### src/rtl/poly_horner_eval.sv
// poly_horner_eval: sequential fixed-point polynomial evaluator.
// Evaluates y(x) by Horner iteration, one multiply-accumulate per clock.
// coef[0] is the highest power and coef[DEGREE] is the constant term.
// Coefficients and y share one Q format; x carries X_FRAC fractional bits.

module poly_horner_eval #(
  parameter int unsigned DEGREE = 5,
  parameter int unsigned X_W    = 16,
  parameter int unsigned X_FRAC = 14,
  parameter int unsigned COEF_W = 18,
  parameter int unsigned ACC_W  = 32
) (
  input  logic                              clk,
  input  logic                              reset,
  input  logic                              coef_wr,
  input  logic [$clog2(DEGREE+1)-1:0]       coef_addr,
  input  logic signed [COEF_W-1:0]          coef_data,
  output logic                              coef_err,
  input  logic                              in_valid,
  output logic                              in_ready,
  input  logic signed [X_W-1:0]             x,
  output logic                              out_valid,
  input  logic                              out_ready,
  output logic signed [ACC_W-1:0]           y,
  output logic                              sat
);

  localparam int unsigned AW = $clog2(DEGREE + 1);
  // Full-precision product width and one guard bit for the coefficient add.
  localparam int unsigned PW = ACC_W + X_W;
  localparam int unsigned SW = PW + 1;

  typedef enum logic [1:0] {StIdle, StRun, StDone} state_e;

  state_e state_q, state_d;

  // Programmable bank, plus a snapshot taken when x is accepted so a write
  // landing in the acceptance cycle does not disturb the running evaluation.
  logic signed [COEF_W-1:0] coef_q [DEGREE+1];
  logic signed [COEF_W-1:0] eval_q [DEGREE+1];

  logic signed [ACC_W-1:0]  acc_q;
  logic signed [X_W-1:0]    x_q;
  logic [AW-1:0]            k_q;
  logic                     sat_q;
  logic                     coef_err_q;

  logic                     accept;
  logic                     coef_addr_ok;
  logic                     coef_we;

  logic signed [PW-1:0]     acc_ext;
  logic signed [PW-1:0]     x_ext;
  logic signed [PW-1:0]     prod;
  logic signed [PW-1:0]     shifted;
  logic signed [COEF_W-1:0] coef_k;
  logic signed [SW-1:0]     sum;
  logic signed [SW-1:0]     sat_max;
  logic signed [SW-1:0]     sat_min;
  logic signed [ACC_W-1:0]  step_acc;
  logic                     step_sat;

  assign accept       = in_valid && (state_q == StIdle);
  assign coef_addr_ok = (coef_addr <= AW'(DEGREE));
  assign coef_we      = coef_wr && (state_q == StIdle) && coef_addr_ok;

  // FSM state register.
  always_ff @(posedge clk or posedge reset) begin
    if (reset) begin
      state_q <= StIdle;
    end else begin
      state_q <= state_d;
    end
  end

  // FSM next-state: accept in IDLE, iterate DEGREE steps, hold until drained.
  always_comb begin
    state_d = state_q;
    unique case (state_q)
      StIdle: if (in_valid) state_d = StRun;
      StRun:  if (k_q == AW'(DEGREE)) state_d = StDone;
      StDone: if (out_ready) state_d = StIdle;
      default: state_d = StIdle;
    endcase
  end

  // Coefficient bank writes; anything outside IDLE or out of range is dropped.
  always_ff @(posedge clk or posedge reset) begin
    if (reset) begin
      for (int i = 0; i <= int'(DEGREE); i++) begin
        coef_q[i] <= '0;
      end
      coef_err_q <= 1'b0;
    end else begin
      if (coef_we) begin
        coef_q[coef_addr] <= coef_data;
      end
      coef_err_q <= coef_wr && !coef_we;
    end
  end

  // One Horner step: acc*x rescaled by floor shift, plus the next coefficient,
  // clamped to the accumulator range.
  always_comb begin
    acc_ext  = PW'(acc_q);
    x_ext    = PW'(x_q);
    prod     = acc_ext * x_ext;
    shifted  = prod >>> X_FRAC;
    coef_k   = eval_q[k_q];
    sum      = SW'(shifted) + SW'(coef_k);
    sat_max  = '0;
    sat_max[ACC_W-2:0] = '1;
    sat_min  = '1;
    sat_min[ACC_W-2:0] = '0;
    step_sat = 1'b0;
    if (sum > sat_max) begin
      step_acc = sat_max[ACC_W-1:0];
      step_sat = 1'b1;
    end else if (sum < sat_min) begin
      step_acc = sat_min[ACC_W-1:0];
      step_sat = 1'b1;
    end else begin
      step_acc = sum[ACC_W-1:0];
    end
  end

  // Datapath registers: load on acceptance, update once per RUN cycle.
  always_ff @(posedge clk or posedge reset) begin
    if (reset) begin
      acc_q <= '0;
      x_q   <= '0;
      k_q   <= '0;
      sat_q <= 1'b0;
      for (int i = 0; i <= int'(DEGREE); i++) begin
        eval_q[i] <= '0;
      end
    end else if (accept) begin
      acc_q <= ACC_W'(coef_q[0]);
      x_q   <= x;
      k_q   <= AW'(1);
      sat_q <= 1'b0;
      for (int i = 0; i <= int'(DEGREE); i++) begin
        eval_q[i] <= coef_q[i];
      end
    end else if (state_q == StRun) begin
      acc_q <= step_acc;
      sat_q <= sat_q || step_sat;
      k_q   <= k_q + AW'(1);
    end
  end

  // All outputs are decodes of registered state; acc stays frozen in DONE.
  assign in_ready  = (state_q == StIdle);
  assign out_valid = (state_q == StDone);
  assign y         = acc_q;
  assign sat       = sat_q;
  assign coef_err  = coef_err_q;

endmodule

### config.mk
export PLATFORM = sky130hd
export DESIGN_NAME = poly_horner_eval
export DESIGN_NICKNAME = d
export VERILOG_FILES = /design/src/rtl/poly_horner_eval.sv
export SDC_FILE = /design/constraint.sdc
export NUM_CORES = 2
export LEC_CHECK = 0
export CAP_MARGIN = 10
export CORE_MARGIN = 2
export CORE_UTILIZATION = 41
export DETAILED_ROUTE_END_ITERATION = 12
export DONT_BUFFER_PORTS = 1
export PLACE_DENSITY = 0.55
export REMOVE_ABC_BUFFERS = 1
export SLEW_MARGIN = 20
export SYNTH_ARGS = -nofsm -noshare
export SYNTH_HDL_FRONTEND = slang
export SYNTH_SLANG_ARGS = --single-unit
export TNS_END_PERCENT = 10
### constraint.sdc
create_clock -name clk -period 11.4 [get_ports clk]
set_input_delay 1.14 -clock clk [delete_from_list [all_inputs] [get_ports clk]]
set_output_delay 1.14 -clock clk [all_outputs]
set_load 0.05 [all_outputs]
==> impl_metrics.csv <==
group,metric,value,unit
outcome,status,"finished with violations",
outcome,violations,"DRC",
synth,syn-cell-area,30300,um^2
critical_path,reg2reg_from,"y[6]",
synth,async_flop_share,1.00,
cells_and_area,drive_above_1_share,0.0933,
critical_path,worstSetupStartpoint,"y[6]",
routing,ant_nets,0,
timing,timing.hold.ws,459,ps
floorplan,num_rows,99,
critical_path,cpMaxStageDelayCell,"dfrtp_1",
routing,vias_per_cell,5.15,
floorplan,ioPinCount,78,
grt,grt_antenna_before_repair,1,
grt,grt_pass1_vias,23700,
critical_path,max_stage_delay,800,ps
routing,firstDrtPassIters,9,
placed_design,preCtsSetupSlack,1050,ps
worst_hold_path,hp-class,"reg2reg",
critical_path,arrival,10660,ps
routing,vias,21400,
floorplan,die_h,276,um
critical_path,crit_required,11790,ps
timing,finClkSkew,18.2,ps
floorplan,initial_utilization,0.415,
timing,maxSlewViolCount,0,
placed_design,gp_congestion,0.876,
grt,grt_pass1_wl,131000,um
critical_path,worstSetupPathType,"reg2reg",
critical_path,r2r_end,"y[15]",
clock_tree,cts_tree,"built",
clock_tree,cts_sinks,271,
floorplan,die_area,76200,um^2
clock_tree,insertion_delay,560,ps
timing,tightestPinTransition,1050,ps
synth,synth-edff-count,0,
synth,ys_types,73,
routing,drc,2,
clock_tree,cts_resized,0,
placed_design,dp_hpwl,59900,um
timing,grt_setup_unrepaired,"no",
timing,max_clock_freq,0.0974,GHz
critical_path,worstSetupEndpointType,"flop",
clock_tree,clk_pin_slew_worst_paths,60,ps
grt,grt_overflow,0,
cells_and_area,area_delta_synth_final,7.28,%
critical_path,rrSetupSlack,1130,ps
timing,fin_tns_setup,0,ps
critical_path,worstPathMaxFanout,16,
synth,yosys_most_used_dff,"dfrtp_1",
timing,layout_min_cycle_time,10270,ps
worst_hold_path,whs_endpoint,"eval_q[33]",
cells_and_area,fill_cells,7050,
worst_hold_path,hold_depth,2,
timing,fin_ws,1130,ps
critical_path,crit_top_cell,"fa_1",
synth,ys_seq_area_frac,0.224,
floorplan,die_x,276,um
placed_design,port_buffers,0,
floorplan,core_area,73100,um^2
clock_tree,numCtsBuffers,30,
critical_path,startpoint_type,"flop",
clock_tree,ctsHoldBuffers,0,
clock_tree,clk_path_buf_depth,3,
timing,period_share,0.901,
synth,yosysWarnings,0,
job,cap_violations,0,
clock_tree,h-tree-depth,1,
synth,synth_area_per_cell,9.43,um^2
cells_and_area,antennaDiodeCount,0,
timing,hold_viol_final,0,
timing,maxSlewHeadroom,0.298,
placed_design,placedCellCount,4097,
grt,grt_max_degree,130,
routing,post_drt_wl_per_cell,18.8,um
cells_and_area,fin_cells,4154,
critical_path,worstRegToRegCells,31,
routing,routed_wl,78300,um
synth,synthesis.instances,3218,
grt,grt_use_total,0.214,
clock_tree,cts-root-buf,"clkbuf_16",
cells_and_area,nNetsFinal,3848,
synth,ys_seq_elements,271,
timing,setup_viol,0,
clock_tree,post_cts_buffers,0,
routing,drtIter0Drc,1255,
worst_hold_path,hold_start,"coef_q[33]",
-- cells in the mapped netlist, types with 10 or more instances --
| master | number | area share |
|---|---|---|
| nand2_1 | 724 | 0.090 |
| inv_1 | 603 | 0.075 |
| fa_1 | 486 | 0.32 |
| dfrtp_1 | 271 | 0.22 |
| and2_1 | 195 | 0.040 |
| ha_1 | 149 | 0.061 |
| clkbuf_1 | 133 | 0.016 |
| mux2_2 | 108 | 0.040 |
| nor2_1 | 60 | 0.0074 |
| a21oi_1 | 59 | 0.0097 |
| o21ai_0 | 54 | 0.0089 |
| xnor2_1 | 45 | 0.013 |
| a21o_1 | 33 | 0.0082 |
| xor2_1 | 28 | 0.0081 |
| o22ai_1 | 27 | 0.0056 |
| mux2i_1 | 20 | 0.0066 |
| a21oi_2 | 18 | 0.0052 |
| mux4_2 | 18 | 0.013 |
| nand3_1 | 18 | 0.0030 |
| nand2b_1 | 12 | 0.0025 |
| a211oi_1 | 11 | 0.0027 |
| nand4_1 | 10 | 0.0021 |
-- logic make-up (layout without fill, tap and decap cells) --
kind of cell    after synthesis  after routing  synth area share
fa+ha+maj                   635            635             0.382
simple gates               1060           1060             0.154
compound gates              284            284            0.0659
flops                       271            271             0.224
buf+inv                     749            726            0.0937
mux                         146            146            0.0600
xor+xnor                     73             73            0.0211
-- worst max path at each step --
stage | end | slack, ps | cells after the start
2_1_floorplan | sat | 2690 | 35
3_3_place_gp | y[15] | 1040 | 33
3_5_place_dp | y[15] | 1050 | 31
4_1_cts | y[15] | 1000 | 30
5_1_grt | y[15] | 520 | 32
6_report | y[15] | 1130 | 31
-- metal layers --
metal / up-vias / routed length, um / track usage
li1: 9703 / - / -
met1: 11000 / 34600 / 0.295
met2: 550 / 37300 / 0.356
met3: 122 / 4340 / 0.0317
met4: 2 / 2020 / 0.0538
met5: - / 13 / 0
-- cells in the final DEF, fill, tap and decap left out, types with 59 or more instances in the layout --
cell	instances
a21oi_1	59
and2_1	194
buf_4	64
dfrtp_1	269
fa_1	486
ha_1	149
inv_1	601
mux2_2	108
nand2_1	722
nor2_1	59
-- worst max-delay path, delay by kind of cell (launching register included) --
kind / cells / cell delay (ps)
AO/OA/AOI/OAI: 14 / 4060
XOR/XNOR: 1 / 200
adder cells (fa/ha/maj): 8 / 3260
flip-flops: 1 / 800
buffers and inverters: 3 / 470
AND/OR/NAND/NOR: 5 / 1310
-- stage by stage --
stage / area, um^2 / utilization
2_1_floorplan: 29800 / -
3_3_place_gp: 31500 / 0.431
3_5_place_dp: 31500 / 0.431
4_1_cts: 32500 / 0.445
5_1_grt: 32500 / 0.445
6_report: 32500 / 0.445
-- cell type report --
cell class / count / area (um^2) / share of cell area
flip-flops and latches: 271 / 6780 / 0.208
inverters: 604 / 2270 / 0.0699
clock inverters: 14 / 163 / 0.00500
clock buffers: 42 / 887 / 0.0273
repair buffers: 66 / 507 / 0.0156
well taps: 959 / 1200 / 0.0369
multi-input cells: 2198 / 20700 / 0.637
-- sequential cells by signal (all words and copies together), names as in the netlist --
name,count
sat,1
y,32
k_q,3
eval_q,108
state_q,2
x_q,16
coef_q,108
coef_err,1
Power is left out: the tool's default activity adds up to more than one toggle a clock period on the data nets, which glitch-free logic cannot reach.
